File: src/rtl/lsu_multi_width_pkg.sv
// ---------------------------------------------------------------------------
// lsu_multi_width_pkg
// Shared types and helpers for the multi-width load/store unit.
//   load_store_func_code : LB LH LW LBU LHU SB SH SW
//   lsu_state_e          : IDLE, REQ, WAIT_RVALID
//   lsu_size_e           : access size decoded from the operator
//   lsu_size / lsu_is_store / lsu_is_signed / lsu_misaligned / lsu_be
// No ports (package).
// ---------------------------------------------------------------------------
package lsu_multi_width_pkg;

  typedef enum logic [2:0] {
    LB  = 3'd0,
    LH  = 3'd1,
    LW  = 3'd2,
    LBU = 3'd3,
    LHU = 3'd4,
    SB  = 3'd5,
    SH  = 3'd6,
    SW  = 3'd7
  } load_store_func_code;

  typedef enum logic [1:0] {
    IDLE        = 2'd0,
    REQ         = 2'd1,
    WAIT_RVALID = 2'd2
  } lsu_state_e;

  typedef enum logic [1:0] {
    SIZE_B = 2'd0,
    SIZE_H = 2'd1,
    SIZE_W = 2'd2
  } lsu_size_e;

  function automatic lsu_size_e lsu_size(input load_store_func_code op);
    lsu_size_e sz;
    case (op)
      LB, LBU, SB: sz = SIZE_B;
      LH, LHU, SH: sz = SIZE_H;
      default:     sz = SIZE_W;
    endcase
    return sz;
  endfunction

  function automatic logic lsu_is_store(input load_store_func_code op);
    return (op == SB) || (op == SH) || (op == SW);
  endfunction

  // LW sign-extends too: it only matters when the bus is wider than 32 bits.
  function automatic logic lsu_is_signed(input load_store_func_code op);
    return (op == LB) || (op == LH) || (op == LW);
  endfunction

  function automatic logic lsu_misaligned(input load_store_func_code op,
                                          input logic [2:0]          off);
    logic bad;
    case (lsu_size(op))
      SIZE_H:  bad = off[0];
      SIZE_W:  bad = (off[1:0] != 2'b00);
      default: bad = 1'b0;
    endcase
    return bad;
  endfunction

  // Byte enables for an access of the operator's size at lane offset off,
  // clipped to be_w lanes. Result is 8 bits wide; callers keep be_w LSBs.
  function automatic logic [7:0] lsu_be(input load_store_func_code op,
                                        input logic [2:0]          off,
                                        input int unsigned         be_w);
    logic [7:0] base;
    logic [8:0] lane_mask;
    case (lsu_size(op))
      SIZE_B:  base = 8'h01;
      SIZE_H:  base = 8'h03;
      default: base = 8'h0F;
    endcase
    lane_mask = (9'h001 << be_w) - 9'h001;
    return (base << off) & lane_mask[7:0];
  endfunction

endpackage

File: src/rtl/lsu_multi_width_if.sv
// ---------------------------------------------------------------------------
// lsu_multi_width_if
// Data-memory bus between the LSU and data memory (req/gnt/rvalid protocol).
//   master modport (LSU side)   : drives req, addr, we, be, wdata;
//                                 receives gnt, rvalid, rdata
//   slave  modport (memory side): the mirror image
// Parameters: DATA_W (32/64), ADDR_W. Byte-enable width is DATA_W/8.
// ---------------------------------------------------------------------------
interface lsu_multi_width_if #(
  parameter int DATA_W = 32,
  parameter int ADDR_W = 32
);
  localparam int BE_W = DATA_W / 8;

  logic              data_req_op;
  logic              data_gnt_i;
  logic [ADDR_W-1:0] data_addr_op;
  logic              data_we_op;
  logic [BE_W-1:0]   data_be_op;
  logic [DATA_W-1:0] data_wdata_op;
  logic              data_rvalid_i;
  logic [DATA_W-1:0] data_rdata_i;

  modport master (
    output data_req_op, data_addr_op, data_we_op, data_be_op, data_wdata_op,
    input  data_gnt_i, data_rvalid_i, data_rdata_i
  );

  modport slave (
    input  data_req_op, data_addr_op, data_we_op, data_be_op, data_wdata_op,
    output data_gnt_i, data_rvalid_i, data_rdata_i
  );
endinterface

File: src/rtl/lsu_multi_width_load_align.sv
// ---------------------------------------------------------------------------
// lsu_multi_width_load_align
// Combinational load formatter: shifts the addressed lane down to bit 0 and
// sign- or zero-extends it to DATA_W according to the load operator.
//   rdata_i  in  DATA_W  raw read data from memory
//   off_i    in  OFF_W   byte offset of the access within the bus word
//   op_i     in  enum    load operator (LB LH LW LBU LHU)
//   result_o out DATA_W  aligned, extended load value
// ---------------------------------------------------------------------------
module lsu_multi_width_load_align
  import lsu_multi_width_pkg::*;
#(
  parameter int DATA_W = 32,
  parameter int OFF_W  = $clog2(DATA_W / 8)
) (
  input  logic [DATA_W-1:0] rdata_i,
  input  logic [OFF_W-1:0]  off_i,
  input  load_store_func_code op_i,
  output logic [DATA_W-1:0] result_o
);

  logic [DATA_W-1:0] lane;
  logic [DATA_W-1:0] keep_mask;
  logic [5:0]        nbits;
  logic              fill;

  assign lane = rdata_i >> {off_i, 3'b000};

  always_comb begin
    case (lsu_size(op_i))
      SIZE_B:  nbits = 6'd8;
      SIZE_H:  nbits = 6'd16;
      default: nbits = 6'd32;
    endcase
    // Shifting all-ones by >= DATA_W yields zero, so a 32-bit load on a
    // 32-bit bus naturally keeps every bit.
    keep_mask = ~({DATA_W{1'b1}} << nbits);
    fill      = lsu_is_signed(op_i) & lane[nbits - 6'd1];
    result_o  = (lane & keep_mask) | ({DATA_W{fill}} & ~keep_mask);
  end

endmodule

File: src/rtl/lsu_multi_width.sv
// ---------------------------------------------------------------------------
// lsu_multi_width
// Multi-width load/store unit: byte/half/word loads (signed and unsigned) and
// stores over a registered req/gnt/rvalid data-memory handshake, with
// misaligned-access rejection.
// Optional feature macro: LSU_TIMEOUT_EN -- adds a transaction watchdog that
// aborts after TIMEOUT_CYCLES cycles in REQ/WAIT_RVALID.
// Ports:
//   clk              in   system clock
//   rst_n            in   asynchronous active-low reset
//   lsu_en_ip        in   current op is a memory op
//   lsu_operator_ip  in   load_store_func_code
//   alu_valid_ip     in   address from ALU valid
//   mem_addr_ip      in   byte address
//   lsu_wdata_ip     in   right-aligned store data
//   mem              if   data-memory bus (master modport)
//   load_mem_data_op out  aligned/extended load result (held until next load)
//   lsu_rvalid_op    out  1-cycle pulse: load data valid / store done
//   lsu_busy_op      out  LSU not idle
//   misalign_err_op  out  1-cycle pulse: misaligned op rejected
//   timeout_err_op   out  1-cycle pulse: transaction aborted (0 without macro)
// ---------------------------------------------------------------------------
module lsu_multi_width
  import lsu_multi_width_pkg::*;
#(
  parameter int DATA_W         = 32,
  parameter int ADDR_W         = 32,
  parameter int TIMEOUT_CYCLES = 255
) (
  input  logic                clk,
  input  logic                rst_n,
  input  logic                lsu_en_ip,
  input  load_store_func_code lsu_operator_ip,
  input  logic                alu_valid_ip,
  input  logic [ADDR_W-1:0]   mem_addr_ip,
  input  logic [DATA_W-1:0]   lsu_wdata_ip,
  lsu_multi_width_if.master   mem,
  output logic [DATA_W-1:0]   load_mem_data_op,
  output logic                lsu_rvalid_op,
  output logic                lsu_busy_op,
  output logic                misalign_err_op,
  output logic                timeout_err_op
);

  localparam int BE_W  = DATA_W / 8;
  localparam int OFF_W = $clog2(BE_W);

  if ((DATA_W != 32 && DATA_W != 64) || TIMEOUT_CYCLES < 1) begin : g_bad_params
    $error("lsu_multi_width: DATA_W must be 32 or 64 and TIMEOUT_CYCLES >= 1");
  end

  lsu_state_e          state_q,     state_d;
  logic                req_q,       req_d;
  logic [ADDR_W-1:0]   addr_q,      addr_d;
  logic                we_q,        we_d;
  logic [BE_W-1:0]     be_q,        be_d;
  logic [DATA_W-1:0]   wdata_q,     wdata_d;
  load_store_func_code op_q,        op_d;
  logic [OFF_W-1:0]    off_q,       off_d;
  logic [DATA_W-1:0]   load_data_q, load_data_d;
  logic                rvalid_q,    rvalid_d;
  logic                misalign_q,  misalign_d;
  logic                timeout_q,   timeout_d;

  logic [OFF_W-1:0]  off_in;
  logic [7:0]        be_full;
  logic [DATA_W-1:0] load_aligned;
  logic              timeout_hit;

  assign off_in  = mem_addr_ip[OFF_W-1:0];
  assign be_full = lsu_be(lsu_operator_ip, 3'(off_in), BE_W);

  // Lane extraction uses the offset/op captured at accept, so it stays
  // correct regardless of what decode presents while we wait for rvalid.
  lsu_multi_width_load_align #(
    .DATA_W (DATA_W),
    .OFF_W  (OFF_W)
  ) u_load_align (
    .rdata_i  (mem.data_rdata_i),
    .off_i    (off_q),
    .op_i     (op_q),
    .result_o (load_aligned)
  );

`ifdef LSU_TIMEOUT_EN
  localparam int CNT_W = ($clog2(TIMEOUT_CYCLES + 1) > 8) ? $clog2(TIMEOUT_CYCLES + 1) : 8;
  logic [CNT_W-1:0] cnt_q, cnt_d;
  // cnt_q holds the number of busy cycles already completed, so this fires
  // during the TIMEOUT_CYCLES-th cycle spent in REQ/WAIT_RVALID.
  assign timeout_hit = (cnt_q == CNT_W'(TIMEOUT_CYCLES - 1));
`else
  assign timeout_hit = 1'b0;
`endif

  always_comb begin
    state_d     = state_q;
    req_d       = req_q;
    addr_d      = addr_q;
    we_d        = we_q;
    be_d        = be_q;
    wdata_d     = wdata_q;
    op_d        = op_q;
    off_d       = off_q;
    load_data_d = load_data_q;
    rvalid_d    = 1'b0;
    misalign_d  = 1'b0;
    timeout_d   = 1'b0;
`ifdef LSU_TIMEOUT_EN
    cnt_d       = cnt_q;
`endif

    case (state_q)
      IDLE: begin
        if (lsu_en_ip && alu_valid_ip) begin
          if (lsu_misaligned(lsu_operator_ip, 3'(off_in))) begin
            misalign_d = 1'b1;
          end else begin
            state_d = REQ;
            req_d   = 1'b1;
            addr_d  = {mem_addr_ip[ADDR_W-1:OFF_W], {OFF_W{1'b0}}};
            we_d    = lsu_is_store(lsu_operator_ip);
            be_d    = be_full[BE_W-1:0];
            wdata_d = lsu_wdata_ip << {off_in, 3'b000};
            op_d    = lsu_operator_ip;
            off_d   = off_in;
`ifdef LSU_TIMEOUT_EN
            cnt_d   = '0;
`endif
          end
        end
      end

      REQ: begin
`ifdef LSU_TIMEOUT_EN
        cnt_d = cnt_q + 1'b1;
`endif
        // A grant in the same cycle as the watchdog expiry still completes.
        if (mem.data_gnt_i) begin
          req_d = 1'b0;
          if (we_q) begin
            rvalid_d = 1'b1;
            state_d  = IDLE;
          end else begin
            state_d  = WAIT_RVALID;
          end
        end else if (timeout_hit) begin
          req_d     = 1'b0;
          timeout_d = 1'b1;
          state_d   = IDLE;
        end
      end

      WAIT_RVALID: begin
`ifdef LSU_TIMEOUT_EN
        cnt_d = cnt_q + 1'b1;
`endif
        if (mem.data_rvalid_i) begin
          load_data_d = load_aligned;
          rvalid_d    = 1'b1;
          state_d     = IDLE;
        end else if (timeout_hit) begin
          timeout_d = 1'b1;
          state_d   = IDLE;
        end
      end

      default: begin
        state_d = IDLE;
        req_d   = 1'b0;
      end
    endcase
  end

  always_ff @(posedge clk or negedge rst_n) begin
    if (!rst_n) begin
      state_q     <= IDLE;
      req_q       <= 1'b0;
      addr_q      <= '0;
      we_q        <= 1'b0;
      be_q        <= '0;
      wdata_q     <= '0;
      op_q        <= LB;
      off_q       <= '0;
      load_data_q <= '0;
      rvalid_q    <= 1'b0;
      misalign_q  <= 1'b0;
      timeout_q   <= 1'b0;
`ifdef LSU_TIMEOUT_EN
      cnt_q       <= '0;
`endif
    end else begin
      state_q     <= state_d;
      req_q       <= req_d;
      addr_q      <= addr_d;
      we_q        <= we_d;
      be_q        <= be_d;
      wdata_q     <= wdata_d;
      op_q        <= op_d;
      off_q       <= off_d;
      load_data_q <= load_data_d;
      rvalid_q    <= rvalid_d;
      misalign_q  <= misalign_d;
      timeout_q   <= timeout_d;
`ifdef LSU_TIMEOUT_EN
      cnt_q       <= cnt_d;
`endif
    end
  end

  assign mem.data_req_op   = req_q;
  assign mem.data_addr_op  = addr_q;
  assign mem.data_we_op    = we_q;
  assign mem.data_be_op    = be_q;
  assign mem.data_wdata_op = wdata_q;

  assign load_mem_data_op = load_data_q;
  assign lsu_rvalid_op    = rvalid_q;
  assign misalign_err_op  = misalign_q;
  assign timeout_err_op   = timeout_q;
  assign lsu_busy_op      = (state_q != IDLE);

endmodule

File: src/flat_wrapper.sv
// flat-port wrapper written by rule: the top's interface ports become plain ports
module lsu_multi_width_flat import lsu_multi_width_pkg::*;
#(
  parameter int DATA_W         = 32,
  parameter int ADDR_W         = 32,
  parameter int TIMEOUT_CYCLES = 255
)
  (clk, rst_n, lsu_en_ip, lsu_operator_ip, alu_valid_ip, mem_addr_ip, lsu_wdata_ip, load_mem_data_op, lsu_rvalid_op, lsu_busy_op, misalign_err_op, timeout_err_op, mem_data_req_op, mem_data_addr_op, mem_data_we_op, mem_data_be_op, mem_data_wdata_op, mem_data_gnt_i, mem_data_rvalid_i, mem_data_rdata_i);
  lsu_multi_width_if #(.DATA_W(DATA_W), .ADDR_W(ADDR_W)) mem_i ();
  input  logic clk;
  input  logic rst_n;
  input  logic lsu_en_ip;
  input  load_store_func_code lsu_operator_ip;
  input  logic alu_valid_ip;
  input  logic [ADDR_W-1:0] mem_addr_ip;
  input  logic [DATA_W-1:0] lsu_wdata_ip;
  output logic [DATA_W-1:0] load_mem_data_op;
  output logic lsu_rvalid_op;
  output logic lsu_busy_op;
  output logic misalign_err_op;
  output logic timeout_err_op;
  output wire logic [$bits(mem_i.data_req_op)-1:0] mem_data_req_op;
  output wire logic [$bits(mem_i.data_addr_op)-1:0] mem_data_addr_op;
  output wire logic [$bits(mem_i.data_we_op)-1:0] mem_data_we_op;
  output wire logic [$bits(mem_i.data_be_op)-1:0] mem_data_be_op;
  output wire logic [$bits(mem_i.data_wdata_op)-1:0] mem_data_wdata_op;
  input wire logic [$bits(mem_i.data_gnt_i)-1:0] mem_data_gnt_i;
  input wire logic [$bits(mem_i.data_rvalid_i)-1:0] mem_data_rvalid_i;
  input wire logic [$bits(mem_i.data_rdata_i)-1:0] mem_data_rdata_i;
  assign mem_data_req_op = mem_i.data_req_op;
  assign mem_data_addr_op = mem_i.data_addr_op;
  assign mem_data_we_op = mem_i.data_we_op;
  assign mem_data_be_op = mem_i.data_be_op;
  assign mem_data_wdata_op = mem_i.data_wdata_op;
  assign mem_i.data_gnt_i = mem_data_gnt_i;
  assign mem_i.data_rvalid_i = mem_data_rvalid_i;
  assign mem_i.data_rdata_i = mem_data_rdata_i;
  lsu_multi_width #(.DATA_W(DATA_W), .ADDR_W(ADDR_W), .TIMEOUT_CYCLES(TIMEOUT_CYCLES)) u_core (.clk(clk), .rst_n(rst_n), .lsu_en_ip(lsu_en_ip), .lsu_operator_ip(lsu_operator_ip), .alu_valid_ip(alu_valid_ip), .mem_addr_ip(mem_addr_ip), .lsu_wdata_ip(lsu_wdata_ip), .mem(mem_i), .load_mem_data_op(load_mem_data_op), .lsu_rvalid_op(lsu_rvalid_op), .lsu_busy_op(lsu_busy_op), .misalign_err_op(misalign_err_op), .timeout_err_op(timeout_err_op));
endmodule
File: config.mk
export PLATFORM = sky130hd
export DESIGN_NAME = lsu_multi_width_flat
export DESIGN_NICKNAME = d
export VERILOG_FILES = /design/src/rtl/lsu_multi_width_pkg.sv /design/src/rtl/lsu_multi_width_if.sv /design/src/rtl/lsu_multi_width_load_align.sv /design/src/rtl/lsu_multi_width.sv /design/src/flat_wrapper.sv
export SDC_FILE = /design/constraint.sdc
export NUM_CORES = 1
export LEC_CHECK = 0
export CAP_MARGIN = 10
export CORE_MARGIN = 2
export CORE_UTILIZATION = 65
export DETAILED_ROUTE_END_ITERATION = 8
export DONT_BUFFER_PORTS = 1
export PLACE_DENSITY = 0.81
export SYNTH_ARGS = -nofsm -noshare
export SYNTH_HDL_FRONTEND = slang
export SYNTH_HIERARCHICAL = 1
export SYNTH_SLANG_ARGS = --single-unit
File: constraint.sdc
create_clock -name clk -period 4.4 [get_ports clk]
set_clock_uncertainty 0.05 [all_clocks]
set_input_delay 0.88 -clock clk [delete_from_list [all_inputs] [get_ports clk]]
set_output_delay 0.88 -clock clk [all_outputs]
set_load 0.05 [all_outputs]
Word level (Yosys, flattened, before mapping)
Index checks and enable logic that the tools add are counted.
{"block": "word_totals", "regBits": 109, "latchBits": 0, "ram_bits": 0, "romBits": 0, "output_inout_bits": 106, "word_cells": 95, "mem_count": 0}
{"block": "classes", "addsub": 1, "multipliers": 0, "div": 0, "magnitude_cmp": 1, "n_eq_ne": 22, "shifts": 4, "mux": 28, "bitwise": 8, "n_reduce_logical": 20}
{"cell": "$and 32x32->32", "count": 2}
{"cell": "$not 32->32", "count": 2}
{"cell": "$or 32x32->32", "count": 1}
{"cell": "$shl 32x5->32", "count": 1}
{"cell": "$shl 32x6->32 const A", "count": 1}
{"cell": "$shr 32x5->32", "count": 1}
{"cell": "$eq 3x3->1 const B", "count": 7}
{"cell": "$mux 2", "count": 7}
{"cell": "$mux 1", "count": 12}
{"cell": "$pmux 6 s2", "count": 1}
{"cell": "$reduce_or 3->1", "count": 4}
{"cell": "$eq 3x2->1 const B", "count": 3}
{"cell": "$eq 2x1->1 const B", "count": 4}
{"cell": "$pmux 2 s2", "count": 2}
{"cell": "$pmux 4 s2", "count": 1}
{"cell": "$reduce_and 4->1", "count": 2}
{"cell": "$eq 3x1->1 const B", "count": 2}
{"cell": "$logic_not 2->1", "count": 3}
{"cell": "$logic_not 3->1", "count": 2}
{"cell": "$lt 6x6->1 const B", "count": 1}
{"cell": "$ne 2x2->1 const B", "count": 3}
{"cell": "$pmux 2 s3", "count": 1}
{"cell": "$sub 6x1->6 const B", "count": 1}
{"cell": "$bmux 1 s5", "count": 1}
{"cell": "other kinds (12)", "count": 19}

Depth between registers and ports, before layout
Gate-level depths: netlist (run 1).
{"block": "depth", "word_depth": 12, "ltp_mapped": 6, "mapped_depth_nobuf": 6}

Hierarchy
The synthesis (run 1) kept the hierarchy.
{"mod": "lsu_multi_width", "instances": 1, "cells_per_inst": 369, "area_each_um2": 4800.9}
{"mod": "lsu_multi_width_load_align", "instances": 1, "cells_per_inst": 106, "area_each_um2": 807.0}

Worst setup path after synthesis (run 1)
No wires, ideal clock.
{"block": "synth_timing", "path_kind": "input-to-reg", "from": "input lsu_operator_ip[2]", "to": "register u_core.addr_q[30], in the netlist u_core/mem.data_addr_op[30]", "setup_time_ps": 125, "arrival_time_ps": 2061, "required_ps": 4225, "path_slack_ps": 2165, "stages": 6, "cell_sequence": "buf_2 -> xor2_1 -> nand2_1 -> a21oi_4 -> buf_2 -> mux2_2"}
{"block": "synth_via", "elab_chain_cells": 11, "word_cells_on_any_way": 18, "cone_classes": "eq/ne: 7; mux: 6; bitwise: 1; reduce/logical: 4"}
{"item": "start, declared", "line_no": "flat_wrapper.sv:13", "text": "input load_store_func_code lsu_operator_ip;"}
{"item": "$eq 3x1->1, or another cell as far along", "line_no": "lsu_multi_width_pkg.sv:37", "text": "case (op)"}
{"item": "$reduce_or 3->1", "line_no": "lsu_multi_width_pkg.sv:37"}
{"item": "$pmux 2 s2 (*)", "line_no": "lsu_multi_width_pkg.sv:37"}
{"item": "$mux 2 (*)", "line_no": "lsu_multi_width.sv:114", "text": "if (lsu_en_ip && alu_valid_ip) begin"}
{"item": "$mux 2 (*)", "line_no": "lsu_multi_width.sv:112", "text": "case (state_q)"}
{"item": "$eq 2x2->1 or $eq 2x1->1 (tied branches)", "line_no": "lsu_multi_width_pkg.sv:57", "text": "case (lsu_size(op))"}
{"item": "$pmux 1 s2 (*)", "line_no": "lsu_multi_width_pkg.sv:57"}
{"item": "$mux 1 (*)", "line_no": "lsu_multi_width.sv:114"}
{"item": "$mux 1 (*)", "line_no": "lsu_multi_width.sv:112"}
{"item": "$not 1->1 (no line) (*)"}
{"item": "$reduce_and 3->1 (no line) (*)"}
{"item": "end signal, assigned", "line_no": "lsu_multi_width.sv:194", "text": "addr_q <= addr_d;"}
{"item": "end, declared", "line_no": "lsu_multi_width.sv:54", "text": "logic [ADDR_W-1:0] addr_q, addr_d;"}
Mark *: on every way between the ends. The rest lies on a longest branch, timed or not. The select of a mux whose other input is x is not followed.
A chain may end at the register's enable or synchronous reset.

Final worst setup path (run 1)
{"block": "layout_timing", "from": "register u_core.state_q[1]", "to": "register u_core.addr_q[15], in the netlist u_core/mem.data_addr_op[15]"}
{"block": "layout_via", "elab_chain_cells": 2}
{"item": "start, declared", "line_no": "lsu_multi_width.sv:52", "text": "lsu_state_e state_q, state_d;"}
{"item": "start signal, assigned", "line_no": "lsu_multi_width.sv:192", "text": "state_q <= state_d;"}
{"item": "$logic_not 2->1", "line_no": "lsu_multi_width.sv:112"}
{"item": "$reduce_and 3->1 (no line)"}
Every way passes these cells.

==> summary.txt, run 1 <==
Logic synthesis
  • Post-Synth Adder-Cell Area: 0.6693%
  • Commonest cells in the netlist: dfrtp_1 (109), mux2_2 (89), mux2i_1 (35)
  • Synth top area cells: dfrtp_1 (49%), mux2_2 (18%), mux2i_1 (6.2%)
  • Most common flop cell mapped by yosys: dfrtp_1
  • Syn Area/Cell: 11.81 um^2
  • Largest family of logic cells by synthesized area: multiplexers
  • Async SR Flop Fraction: 100.0%
  • Compound-gate portion of the synthesized area: 11.96%
  • Sequential element share of the synthesized area: 48.64%
  • Yosys cell types: 49
  • Cell Area, Synth: 0.005608 mm^2
  • Post-synth EDFFs: 0
  • Post-Synthesis Cells: between 400 and 500
  • Synth Warn #: 6
  • Cell taking the most area after synthesis: dfrtp_1
  • Post-Synth XOR/XNOR Area: less than 1%
  • Synth Area in Simple Gates: 6.716%
  • Top-count cell post-synth: dfrtp_1
  • Multiplexer share of the synthesized area: approximately a quarter
  • Yosys reg bits: 109
  • Area share of the largest cell type after synthesis: roughly half

Final layout
  • Final instance area: 0.005754 mm^2
  • Share of layout cells above drive strength 1: around 26%
  • Fill cell count: 623
  • NumNets Final: 565
  • Post-layout util: 69.34%
  • N_diodes: 0
  • P&R area growth vs syn: 2.610%

Die
  • # rows: 33
  • Die Y: just under 100 um
  • Initial Utilization: 67.57%
  • Die area: 0.009387 mm^2
  • Die X: between 90 and 100 um
  • Core box area: 0.008299 mm^2
  • Io pins: 211

Global route
  • GRT Total Usage: 25.26%
  • First-pass GRT wire length: between 15 and 20 mm
  • Largest net degree at the start of global routing: 110
  • Vias in the first global route: between 3000 and 4000
  • Remaining global-route overflow: 0
  • Initial antenna violation count: 0

STA
  • Final TNS setup: 0 ns
  • Worst Tran Pin Value: 0.9589 ns
  • Max-slew violations: 0
  • Final setup viols: 0
  • FMAX: 0.3797 GHz
  • Min Tclk post-route: 2.634 ns
  • Headroom to the max-slew limit: 36.08%
  • Final Cycle Share: 59.86%
  • RSZ-0062 raised after global routing: false
  • Hold Vio Cnt, Final: 0

Route
  • ANT nets after route: 0
  • Drt drc: 0
  • Drt first-iter violations: roughly 110
  • TritonRoute pass-1 iters: 4
  • DR vias/cell: roughly 6.5
  • Routed len/inst: around 21 um
  • Vias: 3706
  • Post-detailed-routing wire length: approximately 12 mm

CTS
  • Cts bufs inserted: 9
  • CTS clk-pin slew, worst paths: 0.10 ns
  • Hold Buf Count CTS: 0
  • Setup bufs post-CTS: 0
  • Resized cells post-CTS: 0
  • H-tree levels: 3
  • CTS sink count: 109
  • Insertion delay to the later sink of the worst-skew pair: about 0.36 ns
  • Root Buffer: clkbuf_8
  • Clock tree buffer depth: 2
  • CTS tree: done

Place
  • Final Wtd Congestion: 0.9197
  • # port buffers: 0
  • HPWL Detailed: between 8 and 9 mm
  • Dpl cell area: 0.005564 mm^2

Critical path
  • Crit path capture type: flop
  • CP max FO: 27
  • Critical path arrival: 2.83 ns
  • CP Launch Type: flop
  • Critical path required time: roughly 4.6 ns
  • Kind of critical path: flop to flop

Outcome
  • Outcome: complete, no violations

Run
  • Max-cap violations: 0

Min path
  • Worst hold path type: primary input to async pin
==> metal layers <==
| layer | wire length, um | global-route usage [%] | part of all wire [%] |
|---|---|---|---|
| met5 | 0 | 0 | 0 |
| met4 | 355 | 10.94 | 2.9 |
| met3 | 1247 | 9.032 | 10 |
| met2 | 5814 | 39.96 | 48 |
| met1 | 4637 | 31.47 | 38 |
==> cells by family after synthesis <==
group	Yosys count
fa+ha+maj	3
mux	132
other cells	1
buf+inv	57
compound gates	98
flops	109
xor+xnor	4
simple gates	71
==> cells in the final DEF (no fill, tap or decap), types with 4 or more instances in the layout <==
| cell type | instances |
|---|---|
| nand2_1 | 22 |
| nor2b_1 | 21 |
| a211oi_1 | 16 |
| o21ai_0 | 28 |
| inv_1 | 22 |
| a21oi_1 | 17 |
| o22ai_1 | 15 |
| mux2i_1 | 35 |
| mux2_2 | 89 |
| nand3_1 | 4 |
| mux2_1 | 5 |
| clkbuf_8 | 10 |
| a2bb2oi_1 | 7 |
| buf_4 | 4 |
| nor2_1 | 13 |
| dfrtp_1 | 109 |
==> final timing paths <==
kind / startpoint / to / slack (ns) / cells past startpoint
max: u_core/state_q[1] / u_core/mem.data_addr_op[15] / 1.77 / 6
min: rst_n / u_core/mem.data_wdata_op[6] / 0.16 / 0
max reg2reg: u_core/state_q[1] / u_core/mem.data_addr_op[15] / 1.77 / 6
min reg2reg: u_core/off_q[0] / u_core/off_q[0] / 0.47 / 1
max in group asynchronous: rst_n / u_core/mem.data_be_op[1] / 3.98 / 0
min in group clk: u_core/off_q[0] / u_core/off_q[0] / 0.47 / 1
==> metrics by stage <==
step	setup slack (ns)	instances	hold WS, ns
after floorplan	2.165	477	0.4389
after global placement	1.687	551	0.4517
after detailed placement	1.606	551	0.4529
after CTS	1.787	567	0.1303
after global routing	1.609	567	0.1246
final	1.766	567	0.1566
==> area by class of cell <==
| cell class | instances | area [um^2] | share of cell area, % |
|---|---|---|---|
| Clock inverter | 6 | 52.55 | 0.9132 |
| Timing Repair Buffer | 4 | 30.03 | 0.5219 |
| Multi-Input combinational cell | 311 | 2592 | 45.05 |
| Inverter | 22 | 82.58 | 1.435 |
| Sequential cell | 109 | 2728 | 47.40 |
| Clock buffer | 10 | 137.6 | 2.392 |
| Tap cell | 105 | 131.4 | 2.283 |
==> flip-flops by register name, summed over array words and instances, names as in the netlist <==
name and flops:
u_core/op_q 3, u_core/state_q 2, u_core/mem.data_wdata_op 32, u_core/mem.data_we_op 1, u_core/lsu_rvalid_op 1, u_core/mem.data_be_op 4
u_core/mem.data_req_op 1, u_core/misalign_err_op 1, u_core/off_q 2, u_core/mem.data_addr_op 30, u_core/load_mem_data_op 32
==> critical path, stage by stage, from the launching register on <==
cell and delay (ns):
dfrtp_1 0.39, inv_1 0.12, ha_1 0.28, nand3_1 0.26
a21oi_4 0.58, buf_4 0.44, mux2_2 0.38
Power of run 1 is not shown: default switching activity piles up to over one toggle a cycle in this logic, so the estimate is an artifact.
==> inputs of run 2 (changes only) <==
--- a/config.mk
+++ b/config.mk
@@ -7,10 +7,10 @@
 export LEC_CHECK = 0
 export CAP_MARGIN = 10
 export CORE_MARGIN = 2
-export CORE_UTILIZATION = 65
+export CORE_UTILIZATION = 64
 export DETAILED_ROUTE_END_ITERATION = 8
 export DONT_BUFFER_PORTS = 1
-export PLACE_DENSITY = 0.81
+export PLACE_DENSITY = 0.8
 export SYNTH_ARGS = -nofsm -noshare
 export SYNTH_HDL_FRONTEND = slang
 export SYNTH_HIERARCHICAL = 1
==> constraint.sdc (replaced) <==
create_clock -name clk -period 2.7 [get_ports clk]
set_clock_uncertainty 0.05 [all_clocks]
set_input_delay 0.54 -clock clk [delete_from_list [all_inputs] [get_ports clk]]
set_output_delay 0.54 -clock clk [all_outputs]
set_load 0.05 [all_outputs]
==> summary.txt, run 2 (synthesis results as in run 1) <==
Die
  • Die Y: 97.61 um
  • Die X: a little under 100 um
  • Initial Utilization: 65.26%
  • Core box area: 0.008593 mm^2
  • Io pins: approximately 210
  • # rows: 34
  • Die area: 0.009527 mm^2

CTS
  • Cts bufs inserted: 9
  • CTS clk-pin slew, worst paths: 0.10 ns
  • Insertion delay to the later sink of the worst-skew pair: approximately 0.36 ns
  • Setup bufs post-CTS: 0
  • Resized cells post-CTS: 0
  • CTS tree: done
  • Clock tree buffer depth: 2
  • Root Buffer: clkbuf_8
  • CTS sink count: about 110
  • H-tree levels: 3

Route
  • Drt drc: 0
  • Routed len/inst: approximately 21 um
  • DR vias/cell: 6.400
  • Vias: between 3000 and 4000
  • TritonRoute pass-1 iters: 7
  • ANT nets after route: 0
  • Post-detailed-routing wire length: 11.89 mm
  • Drt first-iter violations: 194

STA
  • Max-slew violations: 0
  • Final Cycle Share: 82.26%
  • Headroom to the max-slew limit: 55.59%
  • Worst Tran Pin Value: 0.6625 ns
  • Final setup viols: 0
  • Fin worst setup slack: about 0.48 ns
  • Hold slack final: -0.1896 ns
  • Final TNS setup: 0 ns
  • RSZ-0062 raised after global routing: false
  • FMAX: 0.4503 GHz
  • Min Tclk post-route: approximately 2.2 ns
  • Hold Vio Cnt, Final: 109

Critical path
  • CP top delay family: buffers and inverters
  • Critical path, cell by cell: inv_1 > ha_1 > nand3_1 > a21oi_4 > buf_4 > mux2_2
  • Kind of critical path: flop to flop
  • CP Launch Type: flop
  • Slowest CP cell: buf_4
  • Critical path buffers and inverters: 2
  • Crit path capture type: flop
  • CP max FO: 40
  • Critical path required time: 2.89 ns
  • Critical path arrival: 2.41 ns
  • Max incr delay on CP: 0.42 ns

Place
  • Placement Setup Slack: just over 0.5 ns
  • Final Wtd Congestion: 0.8664
  • HPWL Detailed: 8.479 mm
  • Post-Place Cells: 555
  • Dpl cell area: 0.005575 mm^2
  • # port buffers: 0

Final layout
  • Final cell count without fillers: approximately 570
  • NumNets Final: 566
  • Share of layout cells above drive strength 1: 25.27%
  • Commonest non-fill, non-tap cell in the layout: dfrtp_1
  • Final instance area: approximately 0.0058 mm^2
  • P&R area growth vs syn: 3.012%
  • Most frequent cells in the layout: dfrtp_1 (109), mux2_2 (89), mux2i_1 (35)

Global route
  • Vias in the first global route: 3661
  • Initial antenna violation count: 1
  • Remaining global-route overflow: 0
  • Largest net degree at the start of global routing: 110
  • First-pass GRT wire length: 18.93 mm
  • GRT Total Usage: between 20% and 30%

Min path
  • Worst hold path type: primary input to async pin

Outcome
  • Outcome: finished, violations left
  • Failing checks: negative hold slack

Run
  • Max-cap violations: 0
==> run 2: cell types whose count changed in the layout (fill, tap and decap cells not counted) <==
cell	previous run	this run
clkinvlp_4	2	0
clkbuf_8	10	9
bufinv_16	0	1
buf_4	4	5
diode_2	0	1
clkbuf_1	0	2
clkinv_4	1	2
inv_6	2	1
==> run 2: final timing paths <==
kind,slack (ns),startpoint,to,cells past startpoint
setup / recovery,0.48,u_core/state_q[0],u_core/mem.data_wdata_op[16],6
hold / removal,-0.19,rst_n,u_core/mem.data_addr_op[16],0
setup reg to reg,0.48,u_core/state_q[0],u_core/mem.data_wdata_op[16],6
hold reg to reg,0.49,u_core/state_q[0],u_core/state_q[0],1
max in group asynchronous,2.64,rst_n,u_core/mem.data_wdata_op[8],0
min in group clk,0.24,lsu_wdata_ip[0],u_core/mem.data_wdata_op[0],2
==> run 2: cell type report <==
| cell class | count | area (um^2) |
|---|---|---|
| tap | 108 | 135.1 |
| antenna | 1 | 2.502 |
| sequential | 109 | 2728 |
| timing repair buffer | 5 | 37.54 |
| clock buffer | 11 | 131.4 |
| clock inverter | 5 | 67.56 |
| multi-input combinational | 311 | 2592 |
| fill | 650 | 2816 |
| inverter | 22 | 82.58 |
==> run 2: metal layers <==
metal / up-vias / wire length [um] / track usage (%)
met1: 1809 / 4424 / 29.35
met5: - / 0 / 0
li1: 1658 / - / -
met3: 8 / 1279 / 9.856
met2: 186 / 6086 / 42.28
met4: 0 / 104 / 6.303
==> run 2: stage by stage <==
stage / util [%] / hold slack, ns
4_1_cts: 67.20 / -0.2072
3_5_place_dp: 64.88 / 0.1965
3_3_place_gp: 64.88 / 0.1967
6_report: 67.22 / -0.1896
2_1_floorplan: - / 0.1944
5_1_grt: 67.22 / -0.2311
Power of run 2 is left out for the same reason.
==> inputs of run 3 (changes only) <==
--- a/config.mk
+++ b/config.mk
@@ -7,10 +7,10 @@
 export LEC_CHECK = 0
 export CAP_MARGIN = 10
 export CORE_MARGIN = 2
-export CORE_UTILIZATION = 64
+export CORE_UTILIZATION = 57
 export DETAILED_ROUTE_END_ITERATION = 8
 export DONT_BUFFER_PORTS = 1
-export PLACE_DENSITY = 0.8
+export PLACE_DENSITY = 0.75
 export SYNTH_ARGS = -nofsm -noshare
 export SYNTH_HDL_FRONTEND = slang
 export SYNTH_HIERARCHICAL = 1
==> constraint.sdc (replaced) <==
create_clock -name clk -period 1.8 [get_ports clk]
set_clock_uncertainty 0.05 [all_clocks]
set_input_delay 0.36 -clock clk [delete_from_list [all_inputs] [get_ports clk]]
set_output_delay 0.36 -clock clk [all_outputs]
set_load 0.05 [all_outputs]
==> summary.txt, run 3 (synthesis results as in run 1) <==
Outcome
  • Outcome: finished, violations left
  • Failing checks: negative hold slack

Die
  • Die area: ~0.011 mm^2
  • Io pins: 211
  • Initial Utilization: 58.18%
  • # rows: 36
  • Die Y: slightly above 100 um
  • Die X: about 100 um
  • Core box area: about 0.0096 mm^2

Global route
  • Vias in the first global route: roughly 3600
  • GRT Total Usage: between 20% and 30%
  • Initial antenna violation count: 0
  • Remaining global-route overflow: 0
  • Largest net degree at the start of global routing: 110
  • First-pass GRT wire length: 18.75 mm

Route
  • TritonRoute pass-1 iters: 5
  • DR vias/cell: 6.071
  • Drt first-iter violations: 201
  • Routed len/inst: around 22 um
  • Post-detailed-routing wire length: between 10 and 15 mm
  • ANT nets after route: 0
  • Vias: 3746
  • Drt drc: 0

Place
  • # port buffers: 0
  • Final Wtd Congestion: 0.9079
  • HPWL Detailed: 8.953 mm
  • Post-Place Cells: 589

Critical path
  • CP max FO: 4
  • Critical path arrival: 1.38 ns
  • R2R Setup Slk: 0.02 ns
  • CP Launch Type: flop
  • R2r startpoint: u_core/state_q[1]
  • Kind of critical path: flop to primary output
  • Crit path capture type: primary output
  • Crit path from: u_core/state_q[1]
  • Critical path required time: 1.39 ns

Final layout
  • Commonest non-fill, non-tap cell in the layout: dfrtp_1
  • P&R area growth vs syn: 9.415%
  • N_diodes: 0
  • Most frequent cells in the layout: dfrtp_1 (108), mux2_2 (89), mux2i_1 (34)
  • Share of layout cells above drive strength 1: 30.58%
  • Fill cell count: about 810
  • Final cell count without fillers: 617
  • NumNets Final: roughly 590

STA
  • Headroom to the max-slew limit: 59.31%
  • Final setup viols: 0
  • Worst Tran Pin Value: slightly above 0.6 ns
  • Final Cycle Share: between 90% and 100%
  • FMAX: about 0.56 GHz
  • Min Tclk post-route: 1.789 ns
  • Hold Vio Cnt, Final: 109
  • RSZ-0062 raised after global routing: true
  • Hold slack final: -0.3655 ns
  • Max-slew violations: 0

Power and ir drop
  • Power per cell area: 2222 mW/mm^2
  • Max VDD drop: 0.001149 V
  • Static Leak: around 2.7 nW

CTS
  • CTS sink count: 109
  • Root Buffer: clkbuf_8
  • CTS tree: done
  • Cts bufs inserted: 9
  • Insertion delay to the later sink of the worst-skew pair: 0.36 ns
  • CTS clk-pin slew, worst paths: 0.10 ns
  • Clock tree buffer depth: 2
  • H-tree levels: 3

Run
  • Max-cap violations: 0

Min path
  • Worst hold path type: primary input to async pin
run 3: cell types whose count changed in the layout (fill, tap and decap cells not counted), moves of 2 or more:
cell	before	now
buf_4	5	14
buf_12	0	4
buf_6	0	4
clkbuf_16	0	3
clkinvlp_4	0	3
inv_1	22	19
clkinv_2	0	2
inv_2	0	2
run 3: routing by layer:
metal | share of wire (%) | wire, um | GRT usage [%] | vias to the layer above
met1 | 40 | 5307 | 29.06 | 1849
met4 | 1.5 | 201 | 9.514 | 0
li1 | - | - | - | 1702
met2 | 49 | 6455 | 37.61 | 176
met3 | 9.8 | 1305 | 7.392 | 19
met5 | 0 | 0 | 0 | -
run 3: timing repair:
item / CTS / global route
pin swaps: 0 / 1
resized for setup: 9 / 6
endpoints found under the hold margin: 109 / 109
gates cloned: 1 / 4
endpoints found under the setup margin: 67 / 67
setup buffers: 4 / 4
run 3: layout make-up:
cell class,instances,area [um^2],share of cell area [%]
Clock inverter,6,63.81,1.040
Sequential cell,109,2729,44.47
Clock buffer,10,127.6,2.080
Inverter,22,86.33,1.407
Timing Repair Buffer,26,332.8,5.424
Tap cell,133,166.4,2.712
Multi-Input combinational cell,311,2630,42.86
run 3: worst max-delay path, cell delays in order, from the launching register on:
cell        delay [ns]
dfrtp_1           0.41
inv_2             0.10
ha_4              0.16
buf_6             0.12
clkinvlp_4        0.23
run 3: metrics by stage:
step | util, % | worst slack (ns) | power (mW) | area, um^2 | TNS [ns]
CTS | 62.24 | 0.005324 | 13.54 | 6000 | 0
global placement | 59.38 | 0.05739 | 11.78 | 5724 | 0
finish | 63.66 | 0.01086 | 13.63 | 6136 | 0
floorplan | - | 0.01740 | 11.07 | 5615 | 0
detailed placement | 59.38 | -0.04563 | 11.96 | 5724 | -1.272
global route | 63.66 | -0.05997 | 14.26 | 6136 | -0.3383
run 3: worst paths after layout:
path / end / cells after the start
setup / recovery: lsu_busy_op / 4
hold / removal: u_core/mem.data_wdata_op[9] / 0
setup reg to reg: u_core/mem.data_wdata_op[17] / 7
hold reg to reg: u_core/op_q[1] / 1
max in group asynchronous: u_core/misalign_err_op / 0
min in group clk: u_core/mem.data_wdata_op[1] / 2
run 3: power by group:
group	leakage [nW]	internal (mW)	switching (mW)
Clock	0.0923	0.642	0.806
Sequential	1.34	3.55	4.88
Combinational	1.24	2.07	1.68
Note: power is estimated with default switching activity, not from simulation.
